<file path="src/rtl/serdes_secded_link.sv">
// serdes_secded_link: FIFO-fed SECDED serialiser/deserialiser loop over a 1-bit lane.
// Ports: clk_i/rst_i (async high); parallel_in_i/valid_in_i/ready_out_o push side;
//   inject_en_i/inject_mask_i per-word codeword error injection;
//   parallel_out_o/valid_out_o/err_corrected_o/err_uncorrectable_o output strobe;
//   corr_cnt_o/uncorr_cnt_o saturating counters; fifo_full_o/fifo_empty_o status.
module serdes_secded_link #(
  parameter int DATA_WIDTH = 8,
  parameter int FIFO_DEPTH = 16,
  parameter int ECC_EN     = 1,
  parameter int CNT_WIDTH  = 16,
  localparam int P  = (ECC_EN == 0)       ? 0 :
                      (DATA_WIDTH <= 4)   ? 3 :
                      (DATA_WIDTH <= 11)  ? 4 :
                      (DATA_WIDTH <= 26)  ? 5 :
                      (DATA_WIDTH <= 57)  ? 6 :
                      (DATA_WIDTH <= 120) ? 7 : 8,
  localparam int CW = (ECC_EN != 0) ? DATA_WIDTH + P + 1 : DATA_WIDTH
) (
  input  logic                  clk_i,
  input  logic                  rst_i,
  input  logic [DATA_WIDTH-1:0] parallel_in_i,
  input  logic                  valid_in_i,
  output logic                  ready_out_o,
  input  logic                  inject_en_i,
  input  logic [CW-1:0]         inject_mask_i,
  output logic [DATA_WIDTH-1:0] parallel_out_o,
  output logic                  valid_out_o,
  output logic                  err_corrected_o,
  output logic                  err_uncorrectable_o,
  output logic [CNT_WIDTH-1:0]  corr_cnt_o,
  output logic [CNT_WIDTH-1:0]  uncorr_cnt_o,
  output logic                  fifo_full_o,
  output logic                  fifo_empty_o
);

  localparam int AW = $clog2(FIFO_DEPTH);
  localparam int EW = CW + DATA_WIDTH;
  localparam int BW = $clog2(CW);
  localparam logic [BW-1:0] LAST   = BW'(CW - 1);
  localparam logic [AW:0]   FULL_N = (AW + 1)'(FIFO_DEPTH);

  typedef enum logic {S_IDLE, S_SHIFT} state_e;

  // Data bits fill the non-power-of-two positions in ascending order.
  function automatic logic [CW-1:0] secded_enc(
    input logic [DATA_WIDTH-1:0] d
  );
    logic [CW-1:0] c;
    logic          x;
    int            j;
    c = '0;
    j = 0;
    for (int i = 1; i < CW; i++) begin
      if ((i & (i - 1)) != 0) begin
        c[i] = d[j];
        j++;
      end
    end
    for (int b = 0; b < P; b++) begin
      x = 1'b0;
      for (int i = 1; i < CW; i++)
        if (((i >> b) & 1) == 1) x = x ^ c[i];
      c[1 << b] = x;
    end
    c[0] = ^c;
    return c;
  endfunction

  function automatic logic [DATA_WIDTH-1:0] cw_data(
    input logic [CW-1:0] c
  );
    logic [DATA_WIDTH-1:0] d;
    int                    j;
    d = '0;
    j = 0;
    for (int i = 1; i < CW; i++) begin
      if ((i & (i - 1)) != 0) begin
        d[j] = c[i];
        j++;
      end
    end
    return d;
  endfunction

  // ---------------- input FIFO ----------------
  logic [EW-1:0] mem_q [FIFO_DEPTH];
  logic [AW-1:0] wr_ptr_q, wr_ptr_d;
  logic [AW-1:0] rd_ptr_q, rd_ptr_d;
  logic [AW:0]   cnt_q, cnt_d;
  logic          full, empty, push, pop;
  logic [CW-1:0] mask_in;
  logic [EW-1:0] head;

  assign full    = (cnt_q == FULL_N);
  assign empty   = (cnt_q == '0);
  assign push    = valid_in_i && !full;
  assign mask_in = inject_en_i ? inject_mask_i : '0;
  assign head    = mem_q[rd_ptr_q];

  always_comb begin
    wr_ptr_d = wr_ptr_q;
    rd_ptr_d = rd_ptr_q;
    cnt_d    = cnt_q;
    if (push) wr_ptr_d = wr_ptr_q + 1'b1;
    if (pop)  rd_ptr_d = rd_ptr_q + 1'b1;
    unique case ({push, pop})
      2'b10:   cnt_d = cnt_q + 1'b1;
      2'b01:   cnt_d = cnt_q - 1'b1;
      default: cnt_d = cnt_q;
    endcase
  end

  always_ff @(posedge clk_i) begin
    if (push) mem_q[wr_ptr_q] <= {mask_in, parallel_in_i};
  end

  // ---------------- encode / decode ----------------
  logic [CW-1:0]         enc;
  logic [CW-1:0]         rx_q, rx_d;
  logic [DATA_WIDTH-1:0] dec_data;
  logic                  dec_corr, dec_uncorr;

  if (ECC_EN != 0) begin : g_ecc
    logic [P-1:0]  syn;
    logic          par;
    logic [CW-1:0] fixed;
    assign enc = secded_enc(head[DATA_WIDTH-1:0]);
    always_comb begin
      syn = '0;
      for (int i = 1; i < CW; i++)
        if (rx_q[i]) syn = syn ^ P'(i);
      par   = ^rx_q;
      fixed = rx_q;
      // Odd parity: single error at position syn (0 = parity bit).
      if (par && (int'(syn) < CW)) fixed[syn] = ~fixed[syn];
      dec_data   = cw_data(par ? fixed : rx_q);
      dec_corr   = par;
      dec_uncorr = !par && (syn != '0);
    end
  end else begin : g_raw
    assign enc        = head[DATA_WIDTH-1:0];
    assign dec_data   = rx_q;
    assign dec_corr   = 1'b0;
    assign dec_uncorr = 1'b0;
  end

  // ---------------- serialiser ----------------
  state_e        state_q, state_d;
  logic [CW-1:0] sh_q, sh_d;
  logic [BW-1:0] scnt_q, scnt_d;
  logic          lane_bit, lane_vld;

  assign lane_bit = sh_q[0];
  assign lane_vld = (state_q == S_SHIFT);

  always_comb begin
    state_d = state_q;
    sh_d    = sh_q;
    scnt_d  = scnt_q;
    pop     = 1'b0;
    unique case (state_q)
      S_IDLE: begin
        if (!empty) begin
          pop     = 1'b1;
          sh_d    = enc ^ head[EW-1:DATA_WIDTH];
          scnt_d  = '0;
          state_d = S_SHIFT;
        end
      end
      S_SHIFT: begin
        sh_d   = sh_q >> 1;
        scnt_d = scnt_q + 1'b1;
        if (scnt_q == LAST) begin
          scnt_d = '0;
          if (!empty) begin
            pop  = 1'b1;
            sh_d = enc ^ head[EW-1:DATA_WIDTH];
          end else begin
            state_d = S_IDLE;
          end
        end
      end
      default: state_d = S_IDLE;
    endcase
  end

  // ---------------- deserialiser / output ----------------
  logic [BW-1:0]         rcnt_q, rcnt_d;
  logic                  done_q, done_d;
  logic [DATA_WIDTH-1:0] dout_q, dout_d;
  logic                  vout_q, vout_d;
  logic                  corr_q, corr_d;
  logic                  unc_q, unc_d;
  logic [CNT_WIDTH-1:0]  ccnt_q, ccnt_d;
  logic [CNT_WIDTH-1:0]  ucnt_q, ucnt_d;

  always_comb begin
    rx_d   = rx_q;
    rcnt_d = rcnt_q;
    done_d = 1'b0;
    if (lane_vld) begin
      rx_d = {lane_bit, rx_q[CW-1:1]};
      if (rcnt_q == LAST) begin
        rcnt_d = '0;
        done_d = 1'b1;
      end else begin
        rcnt_d = rcnt_q + 1'b1;
      end
    end
    vout_d = done_q;
    dout_d = done_q ? dec_data : dout_q;
    corr_d = done_q && dec_corr;
    unc_d  = done_q && dec_uncorr;
    ccnt_d = ccnt_q;
    ucnt_d = ucnt_q;
    if (corr_d && (ccnt_q != '1)) ccnt_d = ccnt_q + 1'b1;
    if (unc_d && (ucnt_q != '1))  ucnt_d = ucnt_q + 1'b1;
  end

  always_ff @(posedge clk_i or posedge rst_i) begin
    if (rst_i) begin
      wr_ptr_q <= '0;
      rd_ptr_q <= '0;
      cnt_q    <= '0;
      state_q  <= S_IDLE;
      sh_q     <= '0;
      scnt_q   <= '0;
      rx_q     <= '0;
      rcnt_q   <= '0;
      done_q   <= 1'b0;
      dout_q   <= '0;
      vout_q   <= 1'b0;
      corr_q   <= 1'b0;
      unc_q    <= 1'b0;
      ccnt_q   <= '0;
      ucnt_q   <= '0;
    end else begin
      wr_ptr_q <= wr_ptr_d;
      rd_ptr_q <= rd_ptr_d;
      cnt_q    <= cnt_d;
      state_q  <= state_d;
      sh_q     <= sh_d;
      scnt_q   <= scnt_d;
      rx_q     <= rx_d;
      rcnt_q   <= rcnt_d;
      done_q   <= done_d;
      dout_q   <= dout_d;
      vout_q   <= vout_d;
      corr_q   <= corr_d;
      unc_q    <= unc_d;
      ccnt_q   <= ccnt_d;
      ucnt_q   <= ucnt_d;
    end
  end

  assign ready_out_o         = !full;
  assign fifo_full_o         = full;
  assign fifo_empty_o        = empty;
  assign parallel_out_o      = dout_q;
  assign valid_out_o         = vout_q;
  assign err_corrected_o     = corr_q;
  assign err_uncorrectable_o = unc_q;
  assign corr_cnt_o          = ccnt_q;
  assign uncorr_cnt_o        = ucnt_q;

endmodule
</file>
<file path="config.mk">
export PLATFORM = sky130hd
export DESIGN_NAME = serdes_secded_link
export DESIGN_NICKNAME = d
export VERILOG_FILES = /design/src/rtl/serdes_secded_link.sv
export SDC_FILE = /design/constraint.sdc
export NUM_CORES = 1
export LEC_CHECK = 0
export CORE_ASPECT_RATIO = 0.75
export CORE_MARGIN = 1
export CORE_UTILIZATION = 55
export DETAILED_ROUTE_END_ITERATION = 8
export PLACE_DENSITY = 0.74
export SLEW_MARGIN = 20
export SYNTH_ARGS = -nofsm -noshare
export SYNTH_HDL_FRONTEND = slang
export SYNTH_SLANG_ARGS = --single-unit
</file>
<file path="constraint.sdc">
create_clock -name clk_i -period 2.85 [get_ports clk_i]
set_input_delay 0.4275 -clock clk_i [delete_from_list [all_inputs] [get_ports clk_i]]
set_output_delay 0.4275 -clock clk_i [all_outputs]
set_load 0.005 [all_outputs]
</file>
### Word-level counts from Yosys, hierarchy flattened

Memories as Yosys holds them, arrays and structs flattened.
Cells that the tools add are included.
W data, S select, Z words.

* $add $sub $neg: 8
* multiply operators: 0
* divide/modulo/power cells: 0
* $lt $le $gt $ge: 3
* eq/ne operators: 8
* shift-type cells: 0
* mux-type cells: 38
* bitwise logic cells: 28
* reduce and logical (&&, ||, !) cells: 15

Operator list (number)
* $mux W13: 6
* $add A16 B1 Y16 const B: 2
* $mux W4: 8
* $ne A16 B16 Y1 const B: 2
* $pmux W13 S2: 1
* $reduce_xor A13 Y1: 2
* $add A4 B1 Y4 const B: 4
* $xor A1 B1 Y1: 14
* $bwmux W13: 1
* $xor A13 B13 Y13: 1
* $mux W3: 4
* $not A2 Y2: 6
* $mux W1: 10
* $pmux W5 S2: 1
* $eq A4 B4 Y1 const B: 2
* $logic_and A1 B1 Y1: 8
* $pmux W4 S2: 1
* $not A3 Y3: 2
* $add A5 B1 Y5 const B: 1
* $eq A5 B5 Y1 const B: 1
* $logic_not A5 Y1: 1
* $lt A4 B5 Y1 const B: 1
* $sub A5 B1 Y5 const B: 1
* $bmux W1 S4: 1
* other kinds (13): 19

* bits in registers: 92
* latch bits: 0
* memory bits (writable): 336
* bits in read-only memories: 0
* input bits: 25
* logic and storage cells: 116
* memories kept: 1

Memory list
* mem_q: words 16, width 21, rd ports 1, clocked after Yosys merged registers in 0, write ports 1, line 86 `logic [EW-1:0] mem_q [FIFO_DEPTH];`

### Longest topological paths before layout

Gate-level depths: netlist of the first run.

* depth in word-level cells: 27
* gate-level depth with buffers: 15
* gate-level depth less buffers: 15

### Worst setup path after synthesis of the first run

OpenSTA, ideal clock, no wires.

* path kind: reg2reg
* start point: reg cnt_q[0]
* end point: mem mem_q[3][0] (netlist bit) (enable)
* arrival: 2587 ps
* path slack: -163 ps
* stages on the path, launching flop included: 7
* clock period less this slack: 3013 ps
* cells stage by stage: dfrtp_1 -> nor4_1 -> nand2_1 -> and2_1 -> clkbuf_1 -> nand2_1 -> nor3_1

* cells in the longest elaborated chain, start to end: 5

RTL lines
* start: declaration: line 89 `logic [AW:0] cnt_q, cnt_d;`
* start signal: assignment: line 240 `cnt_q <= cnt_d;`
* $eq A5 B5 Y1: line 94 `assign full = (cnt_q == FULL_N);`
* $logic_not A1 Y1
* via ready_out_o: line 23 `output logic ready_out_o,`
* $logic_and A1 B1 Y1: line 96 `assign push = valid_in_i && !full;`
* $mux W1: line 114 `if (push) mem_q[wr_ptr_q] <= {mask_in, parallel_in_i};`
* $mux W1 (not written as such): line 114
* end: declaration: line 86

The timed path passes the listed nets, and every way through them passes these cells.

### Worst setup path in the final report of the first run

* start point: reg rx_q[6]
* end point: reg ucnt_q[11] (netlist: uncorr_cnt_o[11])

* cells in the longest elaborated chain, start to end: 14
* elaborated cells between the ends (all ways): 17

RTL lines
* start: declaration: line 119 `logic [CW-1:0] rx_q, rx_d;`
* start signal: assignment: line 244 `rx_q <= rx_d;`
* $mux W3: line 131 `if (rx_q[i]) syn = syn ^ P'(i);`
* $not A3 Y3 (no source line)
* $mux W3: line 131
* $mux W4 (2 in series): line 131
* $not A2 Y2 (no source line)
* $mux W4: line 131
* $not A3 Y3 (no source line)
* $mux W4 (2 in series): line 131
* $reduce_bool A4 Y1: line 138 `dec_uncorr = !par && (syn != '0);`
* $logic_and A1 B1 Y1 *: line 138
* $logic_and A1 B1 Y1 *: line 213 `unc_d = done_q && dec_uncorr;`
* $logic_and A1 B1 Y1 *: line 217 `if (unc_d && (ucnt_q != '1)) ucnt_d = ucnt_q + 1'b1;`
* end signal: assignment: line 252 `ucnt_q <= ucnt_d;`
* end: declaration: line 195 `logic [CNT_WIDTH-1:0] ucnt_q, ucnt_d;`

Every way passes the cells marked *; elsewhere a longest branch is shown, timed or not.
A chain may end at the register's enable or synchronous reset.

==> report_table.html, run 1 <==
<table>
<tr><th>Metric</th><th>Value</th></tr>
<tr><th colspan="2">Global routing</th></tr>
<tr><td>Overall fraction of global-route tracks in use</td><td>23.9%</td></tr>
<tr><td>Global route overflow</td><td>0</td></tr>
<tr><td>Global-route wire length before repair</td><td>roughly 60 mm</td></tr>
<tr><td>Pin count of the biggest net entering global routing</td><td>58</td></tr>
<tr><td>Antenna violations before repair</td><td>0</td></tr>
<tr><td>Via count of the first global-routing pass</td><td>between 9,000 and 10,000</td></tr>
<tr><th colspan="2">Yosys</th></tr>
<tr><td>Cell type contributing the most total cell area after synthesis</td><td>sky130_fd_sc_hd__edfxtp_1</td></tr>
<tr><td>Avg Cell Area, Syn</td><td>~17 um^2</td></tr>
<tr><td>Instance count of the mapped netlist</td><td>roughly 1,100</td></tr>
<tr><td>Mapped Nets</td><td>approximately 1,100</td></tr>
<tr><td>Number of enable-type register cells in the synthesized netlist</td><td>336</td></tr>
<tr><td>Area share of the largest cell type after synthesis</td><td>56.4%</td></tr>
<tr><td>Seq cells post-synth</td><td>~430</td></tr>
<tr><td>Unique cell type count in the Yosys netlist</td><td>55</td></tr>
<tr><td>Top cells by count, synth</td><td>sky130_fd_sc_hd__edfxtp_1, sky130_fd_sc_hd__dfrtp_1, sky130_fd_sc_hd__nand2_1</td></tr>
<tr><td>Leading register cell type out of synthesis</td><td>sky130_fd_sc_hd__edfxtp_1</td></tr>
<tr><td>Count of synthesis-stage warnings from yosys</td><td>0</td></tr>
<tr><td>Seq/Total Area, Yosys</td><td>between 60% and 70%</td></tr>
<tr><td>Top-count cell post-synth</td><td>sky130_fd_sc_hd__edfxtp_1</td></tr>
<tr><td>Total standard cell area after synthesis</td><td>about 0.018 mm^2</td></tr>
<tr><td>Async set or reset register ratio after synthesis</td><td>between 20% and 30%</td></tr>
<tr><td>Largest cells by area after synthesis</td><td>sky130_fd_sc_hd__edfxtp_1, sky130_fd_sc_hd__dfrtp_1, sky130_fd_sc_hd__mux4_2</td></tr>
<tr><th colspan="2">Power and ir drop</th></tr>
<tr><td>Switching power of the nets</td><td>around 7.3 mW</td></tr>
<tr><td>Clock power share</td><td>between 20% and 30%</td></tr>
<tr><td>Power share of the combinational group</td><td>39.3%</td></tr>
<tr><td>Pwr/cell area</td><td>~1000 mW/mm^2</td></tr>
<tr><td>Internal power</td><td>about 14 mW</td></tr>
<tr><td>Leak Pwr</td><td>7.51 nW</td></tr>
<tr><td>Switching share of power</td><td>about a third</td></tr>
<tr><td>Overall power</td><td>about 22 mW</td></tr>
<tr><td>Relative contribution of sequential cells to total power</td><td>37.4%</td></tr>
<tr><td>Peak supply drop</td><td>0.609 mV</td></tr>
<tr><th colspan="2">Worst setup path</th></tr>
<tr><td>Critical-path maximum fanout</td><td>7</td></tr>
<tr><td>Launching element type of the critical path</td><td>register</td></tr>
<tr><td>Worst setup path class</td><td>register to register</td></tr>
<tr><td>Worst Setup End Kind</td><td>register</td></tr>
<tr><td>Data arrival, critical path</td><td>~3100 ps</td></tr>
<tr><td>Worst EP required</td><td>between 3000 and 4000 ps</td></tr>
<tr><th colspan="2">STA</th></tr>
<tr><td>Fin crit share</td><td>between 90% and 100%</td></tr>
<tr><td>Transition at the pin with the smallest max-transition slack</td><td>about 560 ps</td></tr>
<tr><td>Final slew viol count</td><td>0</td></tr>
<tr><td>Worst-case clock skew</td><td>about 26 ps</td></tr>
<tr><td>Final hold viol count</td><td>0</td></tr>
<tr><td>Setup TNS Final</td><td>0 ps</td></tr>
<tr><td>Relative slew slack</td><td>approximately 61%</td></tr>
<tr><td>Hold Slack</td><td>around 250 ps</td></tr>
<tr><td>Final period demand of the worst path</td><td>between 2000 and 3000 ps</td></tr>
<tr><td>RSZ-0062 raised after global routing</td><td>true</td></tr>
<tr><td>Timing-limited maximum frequency</td><td>372 MHz</td></tr>
<tr><td>Count of final setup violators</td><td>0</td></tr>
<tr><th colspan="2">Floorplan</th></tr>
<tr><td>Die Y-Extent</td><td>approximately 160 um</td></tr>
<tr><td>Row Count</td><td>56</td></tr>
<tr><td>Standard cell core area</td><td>around 0.032 mm^2</td></tr>
<tr><td>DIE WIDTH</td><td>approximately 210 um</td></tr>
<tr><td>Die area</td><td>approximately 0.033 mm^2</td></tr>
<tr><td>Number of top-level design ports</td><td>71</td></tr>
<tr><td>Initial cell density of the core</td><td>between 50 and 60%</td></tr>
<tr><th colspan="2">Finish</th></tr>
<tr><td>Final instance area</td><td>about 0.021 mm^2</td></tr>
<tr><td>Layout cell share with drive strength beyond 1</td><td>19.8%</td></tr>
<tr><td>Number of antenna repair diodes</td><td>0</td></tr>
<tr><td>Nets@finish</td><td>approximately 1,300</td></tr>
<tr><td>Sequential cell area</td><td>~0.012 mm^2</td></tr>
<tr><td>Area added between synthesis and finish</td><td>17.4%</td></tr>
<tr><td>Multi-input logic area</td><td>approximately 0.0053 mm^2</td></tr>
<tr><td>FILL cells</td><td>roughly 2,200</td></tr>
<tr><th colspan="2">Route</th></tr>
<tr><td>Remaining antenna violation count</td><td>0</td></tr>
<tr><td>Final routed DRC violation total</td><td>0</td></tr>
<tr><td>Routed wire length</td><td>between 30 and 40 mm</td></tr>
<tr><td>Vias</td><td>between 9,000 and 10,000</td></tr>
<tr><td>Routed wirelength normalized by instance count</td><td>22.8 um</td></tr>
<tr><td>Detailed-routing iteration count for the pre-antenna-repair pass</td><td>5</td></tr>
<tr><td>Via density</td><td>between 5 and 6</td></tr>
<tr><td>First DRT Iteration DRCs</td><td>between 900 and 1,000</td></tr>
<tr><th colspan="2">Placed design</th></tr>
<tr><td>PortBufs</td><td>70</td></tr>
<tr><td>Detailed placer's ending HPWL</td><td>between 20 and 25 mm</td></tr>
<tr><td>Cell Area, Placed</td><td>a little under 0.02 mm^2</td></tr>
<tr><td>Final weighted congestion in routability-driven placement</td><td>0.839</td></tr>
<tr><th colspan="2">Outcome</th></tr>
<tr><td>Result of the run</td><td>completed</td></tr>
<tr><th colspan="2">Clock tree</th></tr>
<tr><td>Sink Count</td><td>428</td></tr>
<tr><td>Clock root buffer</td><td>sky130_fd_sc_hd__clkbuf_16</td></tr>
<tr><td>Number of clock buffers inserted by TritonCTS</td><td>40</td></tr>
<tr><td>Htree depth</td><td>2</td></tr>
<tr><td>Clock latency on the worst-skew pair</td><td>540 ps</td></tr>
<tr><td>Number of hold buffers added after CTS</td><td>0</td></tr>
<tr><td>CTS max path bufs</td><td>3</td></tr>
<tr><td>CTS tree</td><td>done</td></tr>
<tr><td>Clock-pin slew on the worst setup and hold paths</td><td>70 ps</td></tr>
<tr><th colspan="2">Run</th></tr>
<tr><td>Max cap viols</td><td>0</td></tr>
<tr><th colspan="2">Worst hold path</th></tr>
<tr><td>Type of the most critical hold path</td><td>primary input to asynchronous set/reset pin</td></tr>
</table>
[power groups by stage]
stage	Combinational [mW]	Clock, mW	Sequential [mW]
after floorplan	5.84	0	8.02
after global placement	8.16	0	8.18
after detailed placement	8.31	0	8.22
after CTS	8.35	5.15	8.09
after global routing	9.24	5.38	8.19
final	8.55	5.06	8.11
[flip-flops by register name, indices dropped and copies added (netlist names)]
signal	flops
parallel_out_o	8
cnt_q	5
done_q	1
wr_ptr_q	4
valid_out_o	1
scnt_q	4
uncorr_cnt_o	16
err_uncorrectable_o	1
mem_q	336
sh_q	13
lane_vld	1
err_corrected_o	1
rx_q	13
corr_cnt_o	16
rd_ptr_q	4
rcnt_q	4
[metal layers]
metal	global-route usage, %	vias up	share of wire, %
li1	-	4451	-
met1	36.2	5076	46
met2	35.5	367	44
met3	4.98	67	7.8
met4	6.40	0	2.2
met5	0	-	0
[worst max-delay path: stages, from the launching register on]
cell,delay [ps]
sky130_fd_sc_hd__dfrtp_1,440
sky130_fd_sc_hd__xnor2_2,160
sky130_fd_sc_hd__buf_4,190
sky130_fd_sc_hd__xnor2_4,250
sky130_fd_sc_hd__xnor2_1,160
sky130_fd_sc_hd__a311o_1,400
sky130_fd_sc_hd__a211oi_4,300
sky130_fd_sc_hd__and4_1,360
sky130_fd_sc_hd__nand4_1,160
sky130_fd_sc_hd__xnor2_1,150
[stage by stage]
step / std cells / setup slack (ps) / util, %
floorplan: 1083 / 30.5 / -
finish: 1685 / 159 / 66.4
global route: 1685 / -1.21 / 66.4
global placement: 1613 / 158 / 62.2
detailed placement: 1613 / 118 / 62.2
CTS: 1683 / 103 / 66.1
[cells in the final DEF, fill, tap and decap left out, types with 31 or more instances in the layout]
cell type                         instances
sky130_fd_sc_hd__nand2_1                 74
sky130_fd_sc_hd__mux2i_1                 49
sky130_fd_sc_hd__o21ai_0                 36
sky130_fd_sc_hd__nor2_1                  36
sky130_fd_sc_hd__buf_4                   65
sky130_fd_sc_hd__dfrtp_1                 90
sky130_fd_sc_hd__xnor2_1                 57
sky130_fd_sc_hd__xor2_1                  31
sky130_fd_sc_hd__mux4_2                  70
sky130_fd_sc_hd__clkdlybuf4s50_1         70
sky130_fd_sc_hd__clkbuf_16               43
sky130_fd_sc_hd__edfxtp_1               336
[timing repair]
| action | in CTS | in global routing |
|---|---|---|
| setup buffers | 0 | 1 |
| setup endpoints to repair | 0 | 8 |
| resized for setup | 0 | 13 |
[cells by family (layout without fill, tap and decap cells)]
kind of cell / after synthesis / after routing / synth area share (%)
buffers and inverters: 75 / 242 / 1.75
xor gates and xnor gates: 97 / 97 / 5.05
AOI/OAI and AO/OA: 136 / 136 / 5.20
DFF: 428 / 428 / 69.3
and+or+nand+nor: 199 / 199 / 5.13
muxes: 132 / 132 / 12.4
adders and majority gates: 16 / 16 / 1.16
[area by class of cell]
class	instances	area share (%)
clock inverter	15	0.507
tap	435	2.59
inverter	26	0.477
sequential	428	59.1
multi-input combinational	580	25.3
timing repair buffer	146	6.75
clock buffer	55	5.34
[final timing paths]
check	startpoint	endpoint	slack [ps]	depth (start not counted)
max	rx_q[6]$_DFFE_PP0P_	uncorr_cnt_o[11]$_DFFE_PP0P_	160	9
min	rst_i	rd_ptr_q[2]$_DFFE_PP0P_	250	2
max reg2reg	rx_q[6]$_DFFE_PP0P_	uncorr_cnt_o[11]$_DFFE_PP0P_	160	9
min reg2reg	uncorr_cnt_o[3]$_DFFE_PP0P_	uncorr_cnt_o[3]$_DFFE_PP0P_	480	1
max in group asynchronous	rst_i	corr_cnt_o[2]$_DFFE_PP0P_	1980	3
min in group clk_i	uncorr_cnt_o[3]$_DFFE_PP0P_	uncorr_cnt_o[3]$_DFFE_PP0P_	480	1
No activity file was read; power rests on OpenSTA's default activity.
==> run 2, diff against run 1 <==
--- a/config.mk
+++ b/config.mk
@@ -8,6 +8,7 @@
 export CORE_ASPECT_RATIO = 0.75
 export CORE_MARGIN = 1
 export CORE_UTILIZATION = 55
+export CTS_CLUSTER_SIZE = 16
 export DETAILED_ROUTE_END_ITERATION = 8
 export PLACE_DENSITY = 0.74
 export SLEW_MARGIN = 20
==> report_table.html, run 2 (synthesis gave the netlist of run 1 again) <==
<table>
<tr><th>Metric</th><th>Value</th></tr>
<tr><th colspan="2">Worst setup path</th></tr>
<tr><td>Cell type of the slowest stage on the worst timing path</td><td>sky130_fd_sc_hd__dfrtp_1</td></tr>
<tr><td>Worst EP required</td><td>3260 ps (about the same)</td></tr>
<tr><td>Reg-to-reg setup timing slack</td><td>160 ps (about the same)</td></tr>
<tr><td>Critical path cell sequence</td><td>xnor2_2 -&gt; buf_4 -&gt; xnor2_4 -&gt; xnor2_1 -&gt; a311o_1 -&gt; a211oi_4 -&gt; and4_1 -&gt; nand4_1 -&gt; xnor2_1</td></tr>
<tr><td>Worst setup path class</td><td>register to register</td></tr>
<tr><td>Data arrival, critical path</td><td>3090 ps (about the same)</td></tr>
<tr><td>Most prevalent standard cell on the critical path</td><td>sky130_fd_sc_hd__xnor2_1</td></tr>
<tr><td>Depth of the worst register-to-register path</td><td>9 (unchanged)</td></tr>
<tr><td>Worst Setup End Kind</td><td>register</td></tr>
<tr><td>Critical-path maximum fanout</td><td>7 (unchanged)</td></tr>
<tr><td>Launching element type of the critical path</td><td>register</td></tr>
<tr><td>Maximum cell stage delay along the critical path</td><td>440 ps (about the same)</td></tr>
<tr><th colspan="2">STA</th></tr>
<tr><td>Relative slew slack</td><td>61.2% (-0.18 points)</td></tr>
<tr><td>Worst-case clock skew</td><td>22.7 ps (-3.32 ps)</td></tr>
<tr><td>Count of final setup violators</td><td>0 (unchanged)</td></tr>
<tr><td>Hold Slack</td><td>249 ps (+0.755 ps)</td></tr>
<tr><td>RSZ-0062 raised after global routing</td><td>true</td></tr>
<tr><td>Final slew viol count</td><td>0 (unchanged)</td></tr>
<tr><td>Transition at the pin with the smallest max-transition slack</td><td>567 ps (+2.66 ps)</td></tr>
<tr><td>Final period demand of the worst path</td><td>2690 ps (-2.63 ps)</td></tr>
<tr><td>Timing-limited maximum frequency</td><td>372 MHz (about the same)</td></tr>
<tr><td>Final hold viol count</td><td>0 (unchanged)</td></tr>
<tr><td>Setup TNS Final</td><td>0 ps (unchanged)</td></tr>
<tr><td>Fin crit share</td><td>94.3% (about the same)</td></tr>
<tr><th colspan="2">Finish</th></tr>
<tr><td>Commonest non-fill, non-tap cell in the layout</td><td>sky130_fd_sc_hd__edfxtp_1</td></tr>
<tr><td>FILL cells</td><td>2,148 (-0.19%)</td></tr>
<tr><td>Layout cell share with drive strength beyond 1</td><td>19.7% (-0.047 points)</td></tr>
<tr><td>Number of cells in the finished layout apart from fillers</td><td>1,688 (+0.18%)</td></tr>
<tr><td>Final instance area</td><td>0.0210 mm^2 (about the same)</td></tr>
<tr><td>Top register by number of flip-flops</td><td>mem_q</td></tr>
<tr><td>Commonest non-fill, non-tap cells in the layout</td><td>sky130_fd_sc_hd__edfxtp_1, sky130_fd_sc_hd__dfrtp_1, sky130_fd_sc_hd__nand2_1</td></tr>
<tr><td>Nets@finish</td><td>1,263 (unchanged)</td></tr>
<tr><td>Max reg flops</td><td>336 (unchanged)</td></tr>
<tr><td>Area added between synthesis and finish</td><td>17.5% (about the same)</td></tr>
<tr><td>Number of antenna repair diodes</td><td>0 (unchanged)</td></tr>
<tr><th colspan="2">Worst hold path</th></tr>
<tr><td>Type of the most critical hold path</td><td>primary input to asynchronous set/reset pin</td></tr>
<tr><th colspan="2">Floorplan</th></tr>
<tr><td>Die Y-Extent</td><td>158 um (unchanged)</td></tr>
<tr><td>Standard cell core area</td><td>0.0316 mm^2 (unchanged)</td></tr>
<tr><td>Number of top-level design ports</td><td>71 (unchanged)</td></tr>
<tr><td>DIE WIDTH</td><td>210 um (unchanged)</td></tr>
<tr><td>Row Count</td><td>56 (unchanged)</td></tr>
<tr><td>Initial cell density of the core</td><td>56.6% (unchanged)</td></tr>
<tr><td>Die area</td><td>0.0332 mm^2 (unchanged)</td></tr>
<tr><th colspan="2">Global routing</th></tr>
<tr><td>Via count of the first global-routing pass</td><td>9,791 (-0.17%)</td></tr>
<tr><td>Global route overflow</td><td>0 (unchanged)</td></tr>
<tr><td>Global-route wire length before repair</td><td>58.9 mm (+0.18%)</td></tr>
<tr><td>Pin count of the biggest net entering global routing</td><td>58 (unchanged)</td></tr>
<tr><td>Antenna violations before repair</td><td>0 (unchanged)</td></tr>
<tr><td>Overall fraction of global-route tracks in use</td><td>24.0% (+0.033 points)</td></tr>
<tr><th colspan="2">Clock tree</th></tr>
<tr><td>Htree depth</td><td>2 (unchanged)</td></tr>
<tr><td>Clock root buffer</td><td>sky130_fd_sc_hd__clkbuf_16</td></tr>
<tr><td>Clock latency on the worst-skew pair</td><td>540 ps (about the same)</td></tr>
<tr><td>CTS max path bufs</td><td>3 (unchanged)</td></tr>
<tr><td>CTS tree</td><td>done</td></tr>
<tr><td>Number of clock buffers inserted by TritonCTS</td><td>40 (unchanged)</td></tr>
<tr><td>Sink Count</td><td>428 (unchanged)</td></tr>
<tr><td>Clock-pin slew on the worst setup and hold paths</td><td>60 ps (about the same)</td></tr>
<tr><th colspan="2">Placed design</th></tr>
<tr><td>Detailed placer's ending HPWL</td><td>23.5 mm (unchanged)</td></tr>
<tr><td>Cell Area, Placed</td><td>0.0197 mm^2 (unchanged)</td></tr>
<tr><td>Cell count after placement</td><td>1,613 (unchanged)</td></tr>
<tr><td>Final weighted congestion in routability-driven placement</td><td>0.839 (unchanged)</td></tr>
<tr><td>PortBufs</td><td>70 (unchanged)</td></tr>
<tr><th colspan="2">Route</th></tr>
<tr><td>Via density</td><td>5.95 (+0.72%)</td></tr>
<tr><td>Vias</td><td>10,051 (+0.90%)</td></tr>
<tr><td>Remaining antenna violation count</td><td>0 (unchanged)</td></tr>
<tr><td>First DRT Iteration DRCs</td><td>1,095 (+14%)</td></tr>
<tr><td>Routed wirelength normalized by instance count</td><td>22.9 um (+0.35%)</td></tr>
<tr><td>Routed wire length</td><td>38.6 mm (+0.53%)</td></tr>
<tr><td>Detailed-routing iteration count for the pre-antenna-repair pass</td><td>5 (unchanged)</td></tr>
<tr><td>Final routed DRC violation total</td><td>0 (unchanged)</td></tr>
<tr><th colspan="2">Power and ir drop</th></tr>
<tr><td>Clock power share</td><td>23.3% (about the same)</td></tr>
<tr><td>Overall power</td><td>21.7 mW (about the same)</td></tr>
<tr><td>Switching power of the nets</td><td>7.33 mW (+0.28%)</td></tr>
<tr><td>Switching share of power</td><td>33.7% (+0.072 points)</td></tr>
<tr><td>Relative contribution of sequential cells to total power</td><td>37.3% (about the same)</td></tr>
<tr><td>Leak Pwr</td><td>7.52 nW (about the same)</td></tr>
<tr><td>Pwr/cell area</td><td>1040 mW/mm^2 (about the same)</td></tr>
<tr><td>Peak supply drop</td><td>0.614 mV (+0.90%)</td></tr>
<tr><td>Power share of the combinational group</td><td>39.4% (about the same)</td></tr>
<tr><td>Internal power</td><td>14.4 mW (about the same)</td></tr>
<tr><th colspan="2">Run</th></tr>
<tr><td>Max cap viols</td><td>0 (unchanged)</td></tr>
<tr><th colspan="2">Outcome</th></tr>
<tr><td>Result of the run</td><td>completed</td></tr>
</table>
## run 2: changes by cell type in the layout (fill, tap and decap cells not counted)
cell / previous run / this run
sky130_fd_sc_hd__clkinv_1: 7 / 14
sky130_fd_sc_hd__clkbuf_1: 11 / 7
## run 2: worst max-delay path: cells and delay by family (launching register included)
family          cells  cell delay, ps
flops               1             440
compound gates      2             710
xor+xnor            4             720
simple gates        2             520
buf+inv             1             190
## run 2: what timing repair did
action | CTS | global route
resized for setup | 0 | 13
hold buffers | 0 | 0
endpoints found under the setup margin | 0 | 8
hold endpoints to repair | 0 | 0
buffers inserted | 0 | 1
## run 2: per-layer routing
layer	routed length, um	part of all wire, %	up-vias	GRT usage, %
met5	0	0	-	0
met4	881	2.3	0	6.26
met3	3060	7.9	65	4.44
met2	17000	44	409	35.5
met1	17700	46	5122	36.8
li1	-	-	4455	-
## run 2: cell type report
class	instances	area (um^2)	area share (%)
clock buffers	51	1100	5.26
clock inverters	22	133	0.632
inverters	26	100	0.477
multi-input cells	580	5300	25.2
flip-flops and latches	428	12400	59.1
well taps	435	544	2.59
repair buffers	146	1420	6.75
## run 2: final timing paths
check / from / to
min in group clk_i: uncorr_cnt_o[3]$_DFFE_PP0P_ / uncorr_cnt_o[3]$_DFFE_PP0P_
max: rx_q[6]$_DFFE_PP0P_ / uncorr_cnt_o[11]$_DFFE_PP0P_
min: rst_i / rd_ptr_q[2]$_DFFE_PP0P_
max in group asynchronous: rst_i / corr_cnt_o[2]$_DFFE_PP0P_
max reg2reg: rx_q[6]$_DFFE_PP0P_ / uncorr_cnt_o[11]$_DFFE_PP0P_
min reg2reg: uncorr_cnt_o[3]$_DFFE_PP0P_ / uncorr_cnt_o[3]$_DFFE_PP0P_
## run 2: stage by stage
stage	setup WS (ps)	util, %
CTS	103	66.1
floorplan	30.5	-
global placement	158	62.2
finish	162	66.4
detailed placement	118	62.2
global route	-1.21	66.4
## run 2: power by group through the flow
stage | sequential [mW] | combinational (mW) | clock, mW
after floorplan | 8.02 | 5.84 | 0
after global placement | 8.18 | 8.16 | 0
after detailed placement | 8.22 | 8.31 | 0
after CTS | 8.09 | 8.35 | 5.14
after global routing | 8.19 | 9.24 | 5.40
final | 8.12 | 8.55 | 5.06
==> run 3, diff against run 2 <==
--- a/config.mk
+++ b/config.mk
@@ -5,7 +5,7 @@
 export SDC_FILE = /design/constraint.sdc
 export NUM_CORES = 1
 export LEC_CHECK = 0
-export CORE_ASPECT_RATIO = 0.75
+export CAP_MARGIN = 20
 export CORE_MARGIN = 1
 export CORE_UTILIZATION = 55
 export CTS_CLUSTER_SIZE = 16
@@ -15,3 +15,4 @@
 export SYNTH_ARGS = -nofsm -noshare
 export SYNTH_HDL_FRONTEND = slang
 export SYNTH_SLANG_ARGS = --single-unit
+export TNS_END_PERCENT = 20
==> report_table.html, run 3 (synthesis gave the netlist of run 1 again) <==
<table>
<tr><th>Metric</th><th>Value</th></tr>
<tr><th colspan="2">Outcome</th></tr>
<tr><td>Result of the run</td><td>completed</td></tr>
<tr><th colspan="2">Worst setup path</th></tr>
<tr><td>Data arrival, critical path</td><td>3110 ps (+20 ps)</td></tr>
<tr><td>Maximum cell stage delay along the critical path</td><td>430 ps (about the same)</td></tr>
<tr><td>Worst EP required</td><td>3270 ps (about the same)</td></tr>
<tr><td>Critical path cell sequence</td><td>buf_4 -&gt; xor2_1 -&gt; xnor2_1 -&gt; xor2_1 -&gt; a311o_1 -&gt; a211oi_4 -&gt; and4_1 -&gt; nand4_1 -&gt; xnor2_1</td></tr>
<tr><td>Critical-path maximum fanout</td><td>6 (-1)</td></tr>
<tr><td>Worst setup path class</td><td>register to register</td></tr>
<tr><td>Cell type of the slowest stage on the worst timing path</td><td>sky130_fd_sc_hd__dfrtp_1</td></tr>
<tr><td>Family with the most delay on the worst path</td><td>XOR/XNOR gates</td></tr>
<tr><td>Launching element type of the critical path</td><td>register</td></tr>
<tr><td>Critical path buffer and inverter count</td><td>1 (unchanged)</td></tr>
<tr><td>Worst Setup End Kind</td><td>register</td></tr>
<tr><th colspan="2">Clock tree</th></tr>
<tr><td>Number of clock buffers inserted by TritonCTS</td><td>44 (+10%)</td></tr>
<tr><td>Htree depth</td><td>2 (unchanged)</td></tr>
<tr><td>CTS tree</td><td>done</td></tr>
<tr><td>Clock-pin slew on the worst setup and hold paths</td><td>60 ps (about the same)</td></tr>
<tr><td>Sink Count</td><td>428 (unchanged)</td></tr>
<tr><td>CTS max path bufs</td><td>3 (unchanged)</td></tr>
<tr><td>Clock root buffer</td><td>sky130_fd_sc_hd__clkbuf_16</td></tr>
<tr><td>Clock latency on the worst-skew pair</td><td>550 ps (about the same)</td></tr>
<tr><td>Post-CTS setup buffer count</td><td>0 (unchanged)</td></tr>
<tr><th colspan="2">Route</th></tr>
<tr><td>Via density</td><td>5.88 (-1.3%)</td></tr>
<tr><td>First DRT Iteration DRCs</td><td>812 (-26%)</td></tr>
<tr><td>Routed wirelength normalized by instance count</td><td>22.1 um (-3.2%)</td></tr>
<tr><td>Detailed-routing iteration count for the pre-antenna-repair pass</td><td>7 (+2)</td></tr>
<tr><td>Routed wire length</td><td>37.5 mm (-2.9%)</td></tr>
<tr><td>Vias</td><td>9,951 (-0.99%)</td></tr>
<tr><td>Final routed DRC violation total</td><td>0 (unchanged)</td></tr>
<tr><td>Remaining antenna violation count</td><td>0 (unchanged)</td></tr>
<tr><th colspan="2">STA</th></tr>
<tr><td>Fin crit share</td><td>94.4% (about the same)</td></tr>
<tr><td>Transition at the pin with the smallest max-transition slack</td><td>568 ps (+1.40 ps)</td></tr>
<tr><td>Setup TNS Final</td><td>0 ps (unchanged)</td></tr>
<tr><td>Final hold viol count</td><td>0 (unchanged)</td></tr>
<tr><td>RSZ-0062 raised after global routing</td><td>false</td></tr>
<tr><td>Relative slew slack</td><td>61.8% (+0.61 points)</td></tr>
<tr><td>Final period demand of the worst path</td><td>2690 ps (+1.06 ps)</td></tr>
<tr><td>Worst-case clock skew</td><td>19.5 ps (-3.14 ps)</td></tr>
<tr><td>Count of final setup violators</td><td>0 (unchanged)</td></tr>
<tr><td>Hold Slack</td><td>277 ps (+28.1 ps)</td></tr>
<tr><td>Final slew viol count</td><td>0 (unchanged)</td></tr>
<tr><td>Timing-limited maximum frequency</td><td>372 MHz (about the same)</td></tr>
<tr><th colspan="2">Power and ir drop</th></tr>
<tr><td>Pwr/cell area</td><td>1040 mW/mm^2 (+0.33%)</td></tr>
<tr><td>Peak supply drop</td><td>0.634 mV (+3.1%)</td></tr>
<tr><td>Clock power share</td><td>24.4% (+1.1 points)</td></tr>
<tr><td>Relative contribution of sequential cells to total power</td><td>37.3% (about the same)</td></tr>
<tr><td>Leak Pwr</td><td>7.57 nW (+0.66%)</td></tr>
<tr><td>Switching power of the nets</td><td>7.27 mW (-0.82%)</td></tr>
<tr><td>Internal power</td><td>14.7 mW (+1.8%)</td></tr>
<tr><td>Switching share of power</td><td>33.1% (-0.58 points)</td></tr>
<tr><td>Power share of the combinational group</td><td>38.3% (-1.1 points)</td></tr>
<tr><th colspan="2">Finish</th></tr>
<tr><td>Number of antenna repair diodes</td><td>0 (unchanged)</td></tr>
<tr><td>Area added between synthesis and finish</td><td>18.1%</td></tr>
<tr><td>Max reg flops</td><td>336 (unchanged)</td></tr>
<tr><td>Commonest non-fill, non-tap cells in the layout</td><td>sky130_fd_sc_hd__edfxtp_1, sky130_fd_sc_hd__dfrtp_1, sky130_fd_sc_hd__nand2_1</td></tr>
<tr><td>Layout cell share with drive strength beyond 1</td><td>19.6% (-0.078 points)</td></tr>
<tr><td>Nets@finish</td><td>1,266 (+0.24%)</td></tr>
<tr><td>Top register by number of flip-flops</td><td>mem_q</td></tr>
<tr><td>Commonest non-fill, non-tap cell in the layout</td><td>sky130_fd_sc_hd__edfxtp_1</td></tr>
<tr><th colspan="2">Worst hold path</th></tr>
<tr><td>Type of the most critical hold path</td><td>primary input to asynchronous set/reset pin</td></tr>
<tr><th colspan="2">Placed design</th></tr>
<tr><td>Final weighted congestion in routability-driven placement</td><td>0.878 (+4.6%)</td></tr>
<tr><td>Detailed placer's ending HPWL</td><td>22.3 mm (-5.2%)</td></tr>
<tr><td>PortBufs</td><td>70 (unchanged)</td></tr>
<tr><th colspan="2">Global routing</th></tr>
<tr><td>Pin count of the biggest net entering global routing</td><td>43 (-26%)</td></tr>
<tr><td>Via count of the first global-routing pass</td><td>10,195 (+4.1%)</td></tr>
<tr><td>Antenna violations before repair</td><td>0 (unchanged)</td></tr>
<tr><td>Global route overflow</td><td>0 (unchanged)</td></tr>
<tr><td>Overall fraction of global-route tracks in use</td><td>23.6% (-0.40 points)</td></tr>
<tr><td>Global-route wire length before repair</td><td>58.7 mm (-0.39%)</td></tr>
<tr><th colspan="2">Floorplan</th></tr>
<tr><td>DIE WIDTH</td><td>182 um (-13%)</td></tr>
<tr><td>Die area</td><td>0.0332 mm^2 (about the same)</td></tr>
<tr><td>Die Y-Extent</td><td>182 um (+15%)</td></tr>
<tr><td>Number of top-level design ports</td><td>71 (unchanged)</td></tr>
<tr><td>Row Count</td><td>65 (+16%)</td></tr>
<tr><td>Initial cell density of the core</td><td>56.2% (-0.35 points)</td></tr>
<tr><td>Standard cell core area</td><td>0.0318 mm^2 (+0.63%)</td></tr>
<tr><th colspan="2">Run</th></tr>
<tr><td>Max cap viols</td><td>0 (unchanged)</td></tr>
</table>
run 3: routing by layer:
metal | GRT usage (%) | vias up | wire, um
met4 | 8.91 | 0 | 1420
met2 | 38.3 | 399 | 18100
met5 | 0 | - | 0
met3 | 3.65 | 98 | 2530
li1 | - | 4452 | -
met1 | 32.4 | 5002 | 15400
run 3: area by class of cell:
| cell class | count | area, um^2 |
|---|---|---|
| inverter | 26 | 100 |
| multi-input combinational | 580 | 5270 |
| sequential | 428 | 12400 |
| fill | 2122 | 10700 |
| timing repair buffer | 145 | 1460 |
| clock inverter | 20 | 158 |
| tap | 435 | 544 |
| clock buffer | 59 | 1190 |
run 3: power by group through the flow:
stage	Combinational [mW]	Sequential, mW	Clock (mW)
final	8.39	8.18	5.36
after detailed placement	8.34	8.26	0
after CTS	8.38	8.15	5.44
after global routing	9.14	8.26	5.67
after floorplan	5.83	8.02	0
after global placement	8.16	8.22	0
run 3: through the flow:
step / utilization [%] / cells / area (um^2) / worst slack [ps] / power, mW
2_1_floorplan: - / 1083 / 17900 / -127 / 13.9
3_3_place_gp: 62.0 / 1614 / 19700 / 94.7 / 16.4
3_5_place_dp: 62.0 / 1614 / 19700 / 36.9 / 16.6
4_1_cts: 66.2 / 1693 / 21100 / 21.8 / 22.0
5_1_grt: 66.4 / 1693 / 21100 / 23.7 / 23.1
6_report: 66.4 / 1693 / 21100 / 161 / 21.9
run 3: path summary, 6_finish.rpt:
kind | start | to | slack [ps] | cells after the start
max in group asynchronous | rst_i | rcnt_q[0]$_DFFE_PP0P_ | 1970 | 3
min in group clk_i | sh_q[12]$_DFFE_PP0P_ | sh_q[12]$_DFFE_PP0P_ | 490 | 2
worst max-delay path | rx_q[7]$_DFFE_PP0P_ | uncorr_cnt_o[7]$_DFFE_PP0P_ | 160 | 9
worst min register to register | sh_q[12]$_DFFE_PP0P_ | sh_q[12]$_DFFE_PP0P_ | 490 | 2
worst min-delay path | rst_i | cnt_q[3]$_DFFE_PP0P_ | 280 | 2
worst max register to register | rx_q[7]$_DFFE_PP0P_ | uncorr_cnt_o[7]$_DFFE_PP0P_ | 160 | 9
run 3: repair_timing:
item / CTS / global route
endpoints found under the setup margin: 0 / 25
resized for setup: 0 / 10
hold buffers: 0 / 0
